`config.mk`:
```
export PLATFORM = sky130hd
export DESIGN_NAME = ram_bank_flat
export DESIGN_NICKNAME = d
export VERILOG_FILES = /design/src/rtl/ram_pkg.sv /design/src/rtl/ram_bank_if.sv /design/src/rtl/ram_clear_seq.sv /design/src/rtl/ram_bank.sv /design/src/flat_wrapper.sv
export SDC_FILE = /design/constraint.sdc
export NUM_CORES = 1
export LEC_CHECK = 0
export CAP_MARGIN = 40
export CORE_MARGIN = 2
export CORE_UTILIZATION = 55
export DETAILED_ROUTE_END_ITERATION = 10
export GPL_TIMING_DRIVEN = 0
export PLACE_DENSITY_LB_ADDON = 0.12
export SYNTH_ARGS = -nofsm -noshare
export SYNTH_HDL_FRONTEND = slang
export SYNTH_SLANG_ARGS = --single-unit
export TNS_END_PERCENT = 1
```
`constraint.sdc`:
```
create_clock -name clk -period 9.04 [get_ports clk]
set_clock_uncertainty 0.2 [all_clocks]
set_input_delay 1.808 -clock clk [delete_from_list [all_inputs] [get_ports clk]]
set_output_delay 1.808 -clock clk [all_outputs]
set_load 0.05 [all_outputs]
```
`src/rtl/ram_pkg.sv`:
```
// Shared definitions for the ram_bank slice: clear-sequencer state encoding
// and the byte-lane count helper.
package ram_pkg;

  typedef enum logic {
    IDLE  = 1'b0,
    CLEAR = 1'b1
  } clr_state_e;

  localparam int unsigned BYTE_W = 8;

  function automatic int unsigned byte_count(input int unsigned data_w);
    return data_w / BYTE_W;
  endfunction

endpackage

```
`src/rtl/ram_bank_if.sv`:
```
// Request/response bundle for ram_bank.
// The parity_err signal exists only when RAM_BANK_PARITY_EN is defined.
interface ram_bank_if
  import ram_pkg::*;
#(
  parameter int unsigned DATA_W = 8,
  parameter int unsigned ADDR_W = 8
);
  localparam int unsigned NB = byte_count(DATA_W);

  logic              clear;
  logic              read;
  logic              write;
  logic [NB-1:0]     byte_en;
  logic [ADDR_W-1:0] address;
  logic [DATA_W-1:0] data_in;
  logic [DATA_W-1:0] data_out;
  logic              ready_r;
  logic              ready_w;
  logic              busy;
  logic              addr_err;
`ifdef RAM_BANK_PARITY_EN
  logic              parity_err;

  modport master (
    output clear, read, write, byte_en, address, data_in,
    input  data_out, ready_r, ready_w, busy, addr_err, parity_err
  );
  modport slave (
    input  clear, read, write, byte_en, address, data_in,
    output data_out, ready_r, ready_w, busy, addr_err, parity_err
  );
`else
  modport master (
    output clear, read, write, byte_en, address, data_in,
    input  data_out, ready_r, ready_w, busy, addr_err
  );
  modport slave (
    input  clear, read, write, byte_en, address, data_in,
    output data_out, ready_r, ready_w, busy, addr_err
  );
`endif

endinterface

```
`src/rtl/ram_clear_seq.sv`:
```
// Clear sequencer: walks a zero-write pointer over every word, one per cycle,
// starting out of reset and on each clear request seen in IDLE.
module ram_clear_seq
  import ram_pkg::*;
#(
  parameter int unsigned DEPTH = 128,
  parameter int unsigned IDX_W = 7
) (
  input  logic             clk,
  input  logic             rst_n,
  input  logic             clear,
  output logic             busy,
  output logic             clr_we,
  output logic [IDX_W-1:0] clr_addr
);

  localparam logic [IDX_W-1:0] LAST = IDX_W'(DEPTH - 1);

  clr_state_e       state_q;
  logic [IDX_W-1:0] ptr_q;
  logic             busy_q;

  always_ff @(posedge clk or negedge rst_n) begin
    if (!rst_n) begin
      state_q <= CLEAR;
      ptr_q   <= '0;
      busy_q  <= 1'b1;
    end else begin
      case (state_q)
        IDLE: begin
          if (clear) begin
            state_q <= CLEAR;
            ptr_q   <= '0;
            busy_q  <= 1'b1;
          end
        end
        CLEAR: begin
          if (ptr_q == LAST) begin
            state_q <= IDLE;
            ptr_q   <= '0;
            busy_q  <= 1'b0;
          end else begin
            ptr_q <= ptr_q + 1'b1;
          end
        end
        default: begin
          state_q <= CLEAR;
          ptr_q   <= '0;
          busy_q  <= 1'b1;
        end
      endcase
    end
  end

  assign busy     = busy_q;
  assign clr_we   = busy_q;
  assign clr_addr = ptr_q;

endmodule

```
`src/rtl/ram_bank.sv`:
```
// Single-port byte-enabled RAM bank with registered read, read-first collisions
// and a self-clearing storage array. Optional per-byte parity: RAM_BANK_PARITY_EN.
module ram_bank
  import ram_pkg::*;
#(
  parameter int unsigned DATA_W = 8,
  parameter int unsigned ADDR_W = 8,
  parameter int unsigned DEPTH  = 128
) (
  input  logic       clk,
  input  logic       reset,
  ram_bank_if.slave  bus
);

  localparam int unsigned   NB      = byte_count(DATA_W);
  localparam int unsigned   IDX_W   = (DEPTH > 1) ? $clog2(DEPTH) : 1;
  localparam logic [ADDR_W:0] DEPTH_C = (ADDR_W + 1)'(DEPTH);

  logic             busy;
  logic             clr_we;
  logic [IDX_W-1:0] clr_addr;

  ram_clear_seq #(
    .DEPTH (DEPTH),
    .IDX_W (IDX_W)
  ) u_clear_seq (
    .clk      (clk),
    .rst_n    (reset),
    .clear    (bus.clear),
    .busy     (busy),
    .clr_we   (clr_we),
    .clr_addr (clr_addr)
  );

  logic             accept;
  logic             in_range;
  logic             rd_acc;
  logic             wr_acc;
  logic [IDX_W-1:0] idx;

  assign accept   = !busy && !bus.clear;
  assign in_range = ({1'b0, bus.address} < DEPTH_C);
  assign idx      = bus.address[IDX_W-1:0];
  assign rd_acc   = accept && bus.read;
  assign wr_acc   = accept && bus.write && in_range;

  // Storage is deliberately not reset; only the clear sequence zeroes it.
  logic [DATA_W-1:0] mem_q [DEPTH];

  always_ff @(posedge clk) begin
    if (clr_we) begin
      mem_q[clr_addr] <= '0;
    end else if (wr_acc) begin
      for (int unsigned b = 0; b < NB; b++) begin
        if (bus.byte_en[b]) mem_q[idx][b*BYTE_W +: BYTE_W] <= bus.data_in[b*BYTE_W +: BYTE_W];
      end
    end
  end

`ifdef RAM_BANK_PARITY_EN
  logic [NB-1:0] par_q [DEPTH];
  logic [NB-1:0] rd_par_bad;
  logic          parity_err_q;
  logic          parity_err_d;

  always_ff @(posedge clk) begin
    if (clr_we) begin
      par_q[clr_addr] <= '0;
    end else if (wr_acc) begin
      for (int unsigned b = 0; b < NB; b++) begin
        if (bus.byte_en[b]) par_q[idx][b] <= ^bus.data_in[b*BYTE_W +: BYTE_W];
      end
    end
  end

  always_comb begin
    rd_par_bad = '0;
    for (int unsigned b = 0; b < NB; b++) begin
      rd_par_bad[b] = (^mem_q[idx][b*BYTE_W +: BYTE_W]) ^ par_q[idx][b];
    end
    parity_err_d = rd_acc && in_range && (|rd_par_bad);
  end

  always_ff @(posedge clk or negedge reset) begin
    if (!reset) parity_err_q <= 1'b0;
    else        parity_err_q <= parity_err_d;
  end

  assign bus.parity_err = parity_err_q;
`endif

  logic [DATA_W-1:0] data_out_q;
  logic [DATA_W-1:0] data_out_d;
  logic              ready_r_q;
  logic              ready_w_q;
  logic              addr_err_q;

  // Read-first: the registered read samples mem_q before the same-edge write lands.
  always_comb begin
    data_out_d = data_out_q;
    if (rd_acc) data_out_d = in_range ? mem_q[idx] : '0;
  end

  always_ff @(posedge clk or negedge reset) begin
    if (!reset) begin
      data_out_q <= '0;
      ready_r_q  <= 1'b0;
      ready_w_q  <= 1'b0;
      addr_err_q <= 1'b0;
    end else begin
      data_out_q <= data_out_d;
      ready_r_q  <= rd_acc;
      ready_w_q  <= accept && bus.write;
      addr_err_q <= accept && (bus.read || bus.write) && !in_range;
    end
  end

  assign bus.data_out = data_out_q;
  assign bus.ready_r  = ready_r_q;
  assign bus.ready_w  = ready_w_q;
  assign bus.addr_err = addr_err_q;
  assign bus.busy     = busy;

endmodule

```
`src/flat_wrapper.sv`:
```
// flat-port wrapper written by rule: the top's interface ports become plain ports
module ram_bank_flat import ram_pkg::*;
#(
  parameter int unsigned DATA_W = 8,
  parameter int unsigned ADDR_W = 8,
  parameter int unsigned DEPTH  = 128
)
  (clk, reset, bus_clear, bus_read, bus_write, bus_byte_en, bus_address, bus_data_in, bus_data_out, bus_ready_r, bus_ready_w, bus_busy, bus_addr_err);
  ram_bank_if #(.DATA_W(DATA_W), .ADDR_W(ADDR_W)) bus_i ();
  input  logic clk;
  input  logic reset;
  input wire logic [$bits(bus_i.clear)-1:0] bus_clear;
  input wire logic [$bits(bus_i.read)-1:0] bus_read;
  input wire logic [$bits(bus_i.write)-1:0] bus_write;
  input wire logic [$bits(bus_i.byte_en)-1:0] bus_byte_en;
  input wire logic [$bits(bus_i.address)-1:0] bus_address;
  input wire logic [$bits(bus_i.data_in)-1:0] bus_data_in;
  output wire logic [$bits(bus_i.data_out)-1:0] bus_data_out;
  output wire logic [$bits(bus_i.ready_r)-1:0] bus_ready_r;
  output wire logic [$bits(bus_i.ready_w)-1:0] bus_ready_w;
  output wire logic [$bits(bus_i.busy)-1:0] bus_busy;
  output wire logic [$bits(bus_i.addr_err)-1:0] bus_addr_err;
  assign bus_i.clear = bus_clear;
  assign bus_i.read = bus_read;
  assign bus_i.write = bus_write;
  assign bus_i.byte_en = bus_byte_en;
  assign bus_i.address = bus_address;
  assign bus_i.data_in = bus_data_in;
  assign bus_data_out = bus_i.data_out;
  assign bus_ready_r = bus_i.ready_r;
  assign bus_ready_w = bus_i.ready_w;
  assign bus_busy = bus_i.busy;
  assign bus_addr_err = bus_i.addr_err;
  ram_bank #(.DATA_W(DATA_W), .ADDR_W(ADDR_W), .DEPTH(DEPTH)) u_core (.clk(clk), .reset(reset), .bus(bus_i));
endmodule
```
# After elaboration in Yosys (flattened, before gate mapping)
# Memories as Yosys holds them, arrays and structs flattened.
# Cells that the tools add are included.
# totals
output_inout_bits	12
mem_bits_rw	1024
inputBits	22
ff_bits	20
n_memories	1
elab_cells	45
# classes
mux	19
reduce_logical	12
order_cmp	1
n_eq_ne	3
bitwise	1
n_addsub	1
# mem_list
name	depth	width	rd	rd_clocked_by_memory_dff	write_ports	line	text
u_core.mem_q	128	8	1	0	1	ram_bank.sv:48	logic [DATA_W-1:0] mem_q [DEPTH];
# op_table
operator	count
$mux 7	3
$mux 8	2
$pmux 7 s2	1
$mux 1	11
$lt 8x8->1 const B	1
$reduce_or 8->1	1
$add 7x1->7 const B	1
$eq 7x7->1 const B	1
$logic_and 1x1->1	6
$pmux 1 s2	2
$logic_not 1->1	3
$ne 2x1->1 const B	1
$ne 2x2->1 const B	1
$reduce_and 2->1	1
$logic_or 1x1->1	1
$not 1->1	1

# Depth between registers and ports, before layout
# depth
word_depth	9
depth_mapped	11
mapped_depth_nobuf	7

# By module
# Synthesis repeated with hierarchy kept, for this count alone.
# hier_totals
hier_cells	2075
hier_area_um2	41015.6
# modules_own_cells
module	area_each_um2	cells_per_inst	seq_area_each_um2	n_inst
ram_bank	40545.1	2027	31024.8	1
ram_clear_seq	470.5	48	227.7	1

# Worst setup path before layout
# No wires, ideal clock.
# synth_timing
path_kind	input -> register
from	input port bus_clear
to	memory u_core.mem_q[0][0] (data pin)
cell_stages	5
slack_ns	4.012
arrival_ns	4.294
setup_time_ns	0.535
required_time_ns	8.305
n_path_buf	2
cell_sequence	nor2_1 > and4b_1 > buf_2 > clkbuf_1 > and2_1
# synth_between
elab_chain_len	9
# synth_lines
item	line	text
start, declared	flat_wrapper.sv:12	input wire logic [$bits(bus_i.clear)-1:0] bus_clear;
$logic_not 1->1	ram_bank.sv:41	assign accept = !busy && !bus.clear;
$logic_and 1x1->1	ram_bank.sv:41	
$logic_and 1x1->1 (2 in series)	ram_bank.sv:45	assign wr_acc = accept && bus.write && in_range;
$mux 1	ram_bank.sv:53	end else if (wr_acc) begin
$mux 1	ram_bank.sv:51	if (clr_we) begin
$mux 1 (implied by the code)	ram_bank.sv:55	if (bus.byte_en[b]) mem_q[idx][b*BYTE_W +: BYTE_W] <= bus.data_in[b*BYTE_W +: BYTE_W];
$reduce_or 8->1 (no line)	n/a	
$mux 8 (no line)	n/a	
end, declared	ram_bank.sv:48	
# No other way between the ends.

# Worst setup path in the final report
# layout_timing
from	input port bus_address[1]
to	memory u_core.mem_q[38][3], enable pin
# layout_between
elab_chain_len	7
word_cells_on_any_way	8
cone_classes	order compare: 1; mux: 5; reduce/logical: 2
# layout_lines
item	line	text
start, declared	flat_wrapper.sv:16	input wire logic [$bits(bus_i.address)-1:0] bus_address;
$lt 8x8->1	ram_bank.sv:42	assign in_range = ({1'b0, bus.address} < DEPTH_C);
$logic_and 1x1->1	ram_bank.sv:45	
$mux 1	ram_bank.sv:53	
$mux 1	ram_bank.sv:51	
$mux 1 (implied by the code)	ram_bank.sv:55	
$reduce_or 8->1 (no line)	n/a	
$mux 7 (no line) / $mux 1 (equally long branches)	n/a	
# Several ways; a longest one is shown, not always the timed one.

==> summary.txt <==
Ports - 34
Final Power - 0.0108 W
crit-path max cell delay - 0.70 ns
status - finished clean
core area - 75900 um^2
Post-DP HPWL - 76500 um
crit path DAT - 5.78 ns
reg2reg setup slack - 4.61 ns
fraction of the mapped netlist area in simple logic gates - 0.0408
Post-synth EDFFs - 1024
final hold viol count - 0
Post-Route WL - 111000 um
critical path data required time - 9.13 ns
number of remaining DRC errors - 0
Seq/Total Area, Yosys - 0.741
crit share post-route - 0.629
Die Height - 281 um
Final setup viols - 0
post-synthesis mux area share - 0.140
Worst Setup Start Kind - primary input
First-pass DRT Iterations - 6
antenna viol nets, final - 0
Post-synth ARST share - 0.0192
worst hold slack - 0.420 ns
Die Footprint - 78900 um^2
vias in the first global route - 22.6k
DRT iter0 DRCs - 2980
Warnings, synthesis - 0
Post-Route Utilization - 0.626
layout cells sized above 1 - 0.156
ant diodes - 0
IO buf count - 29
H-tree depth - 3
worst-path maximum fanout - 10
CTS tree - yes
register bit total from synthesis - 1044
commonest non-fill, non-tap cells in the layout - edfxtp_1 (1024), mux2i_1 (311), nor2_1 (135), clkbuf_16 (108), a22oi_1 (88)
complex-gate fraction of the synthesized area - 0.0505
RSZ-0062 raised after global routing - no
Synth Area in XOR/XNOR - 0
Synth Cell Area - 42200 um^2
per-cell routed wire length - 30.8 um
Die Wd - 281 um
row count - 101
Post-CTS Resized - 0
Max-slew headroom - 0.386
Synth cell types - 60
Peak Freq - 176 MHz
setup TNS - 0 ns
clock buffer depth - 3
Worst-Skew Late Latency - 0.68 ns
Syn Area/Cell - 18.2 um^2
clk root buf - clkbuf_16
Vias/cell - 6.38
syn nets - 2339
first-pass GRT wire length - 158000 um
antenna violations before repair - 3
Post-Synth Adder-Cell Area - 0.000297
Nets - 2529
Via Count - 23.1k
gr usage total - 0.286
total grt overflow - 0
CTS clk-pin slew, worst paths - 0.06 ns
Placer Congestion - 0.968
Static Leak - 16.2 nW
cell count after synthesis - 2316
CTS Sinks - 1044
critical path class - in2reg
Worst Hold Class - reg2reg
Inst Count DP - 3428
crit-path cells - clkdlybuf4s50_1, buf_6, buf_2, nand2_1, clkbuf_1, nor2_1, a31o_2, nand2_1, clkbuf_1, buf_6, nor2_1
largest family of logic cells by synthesized area - multiplexers
initial core utilization - 0.555
largest net degree at the start of global routing - 93
most common cell after layout, fill and taps aside - edfxtp_1
Syn-to-layout area delta - 12.9%
# hold bufs at CTS - 0
Max VDD drop - 0.000170 V
# Post-CTS Setup Buffers - 0
CTS buffer count - 104
min cycle time layout - 5.69 ns
Synth Flop Type - edfxtp_1
Max Cap Viol - 0
power per cell area - 227 nW/um^2
final non-filler cell total - 3619
fin. max-slew vios - 0
Slowest cell on crit path - clkdlybuf4s50_1
Critical Path End Type - register
Least-Margin Pin Slew - 0.918 ns
[metrics by stage]
| step | worst slack (ns) | cell area [um^2] |
|---|---|---|
| after floorplan | 4.01 | 42200 |
| after global placement | 0.557 | 43700 |
| after detailed placement | 2.70 | 44400 |
| after CTS | 3.41 | 47600 |
| after global routing | 3.36 | 47600 |
| final | 3.35 | 47600 |
[routing by layer]
metal	vias up	GRT usage	wire length [um]	part of all wire
li1	9722	-	-	-
met1	11900	0.412	45500	0.41
met2	1259	0.438	50800	0.46
met3	242	0.0530	10500	0.094
met4	0	0.110	4520	0.041
met5	-	0	0	0
[sequential cells by signal (all words and copies together) (netlist names)]
name                         count
u_core.bus.addr_err              1
u_core.bus.data_out              8
u_core.bus.ready_r               1
u_core.bus.ready_w               1
u_core.mem_q                  1024
u_core.u_clear_seq.busy          1
u_core.u_clear_seq.clr_addr      7
u_core.u_clear_seq.state_q       1
[where the power goes]
group	internal, W	leakage, nW	switching (W)	total (W)
clock network	0.00231	1.57	0.00177	0.00409
logic	0.000343	4.90	0.000829	0.00117
registers	0.00546	9.72	0.0000626	0.00553
total	0.00812	16.2	0.00266	0.0108
[area by class of cell]
class	instances	area (um^2)
plain buffers	152	1120
clock buffers	132	2790
inverters	6	22.5
multi-input cells	1114	9810
well taps	1030	1290
flip-flops and latches	1044	31300
repair buffers	84	885
fillers	5384	28400
clock inverters	57	405
[cell usage after synthesis, types with 5 or more instances]
library cell,number,share of area
a21o_1,8,0.0014
a21oi_1,64,0.0076
a221oi_1,7,0.0015
a22oi_1,88,0.016
a31oi_1,21,0.0031
and2_1,14,0.0021
and3b_1,7,0.0015
buf_1,9,0.00080
buf_12,9,0.0043
buf_2,20,0.0024
buf_4,16,0.0028
buf_6,18,0.0048
buf_8,7,0.0025
clkbuf_1,59,0.0053
clkbuf_8,9,0.0029
dfrtp_1,18,0.011
edfxtp_1,1024,0.73
inv_1,5,0.00045
mux2_2,11,0.0029
mux2i_1,311,0.074
mux4_1,35,0.022
mux4_2,77,0.041
nand2_1,71,0.0063
nand2b_1,7,0.0010
nand3_1,56,0.0066
nor2_1,135,0.012
nor2b_1,25,0.0037
nor3_1,20,0.0024
nor4b_1,7,0.0015
o211ai_1,8,0.0014
o21ai_0,36,0.0043
o221ai_1,16,0.0033
o22ai_1,41,0.0061
o32ai_1,7,0.0015
o41ai_2,6,0.0023
or2_2,12,0.0018
[worst paths after layout]
kind / from / to / depth (start not counted)
setup reg to reg: u_core.u_clear_seq.busy / u_core.mem_q[107][2] / 11
hold / removal: u_core.u_clear_seq.clr_addr[1] / u_core.u_clear_seq.clr_addr[1] / 2
hold reg to reg: u_core.u_clear_seq.clr_addr[1] / u_core.u_clear_seq.clr_addr[1] / 2
max in group asynchronous: reset / u_core.u_clear_seq.busy / 2
setup / recovery: bus_address[1] / u_core.mem_q[38][3] / 11
min in group asynchronous: reset / u_core.u_clear_seq.clr_addr[5] / 1
[critical path, delay by kind of cell]
family,cells,cell delay (ns)
simple gates,4,1.36
buf+inv,6,2.44
compound gates,1,0.16
[kinds of logic after synthesis]
logic type               count (synthesis)
AO/OA/AOI/OAI                          314
adder cells (fa/ha/maj)                  1
buffers and inverters                  158
flip-flops                            1044
multiplexers                           434
AND/OR/NAND/NOR                        365
Note: power is estimated with default switching activity, not from simulation.
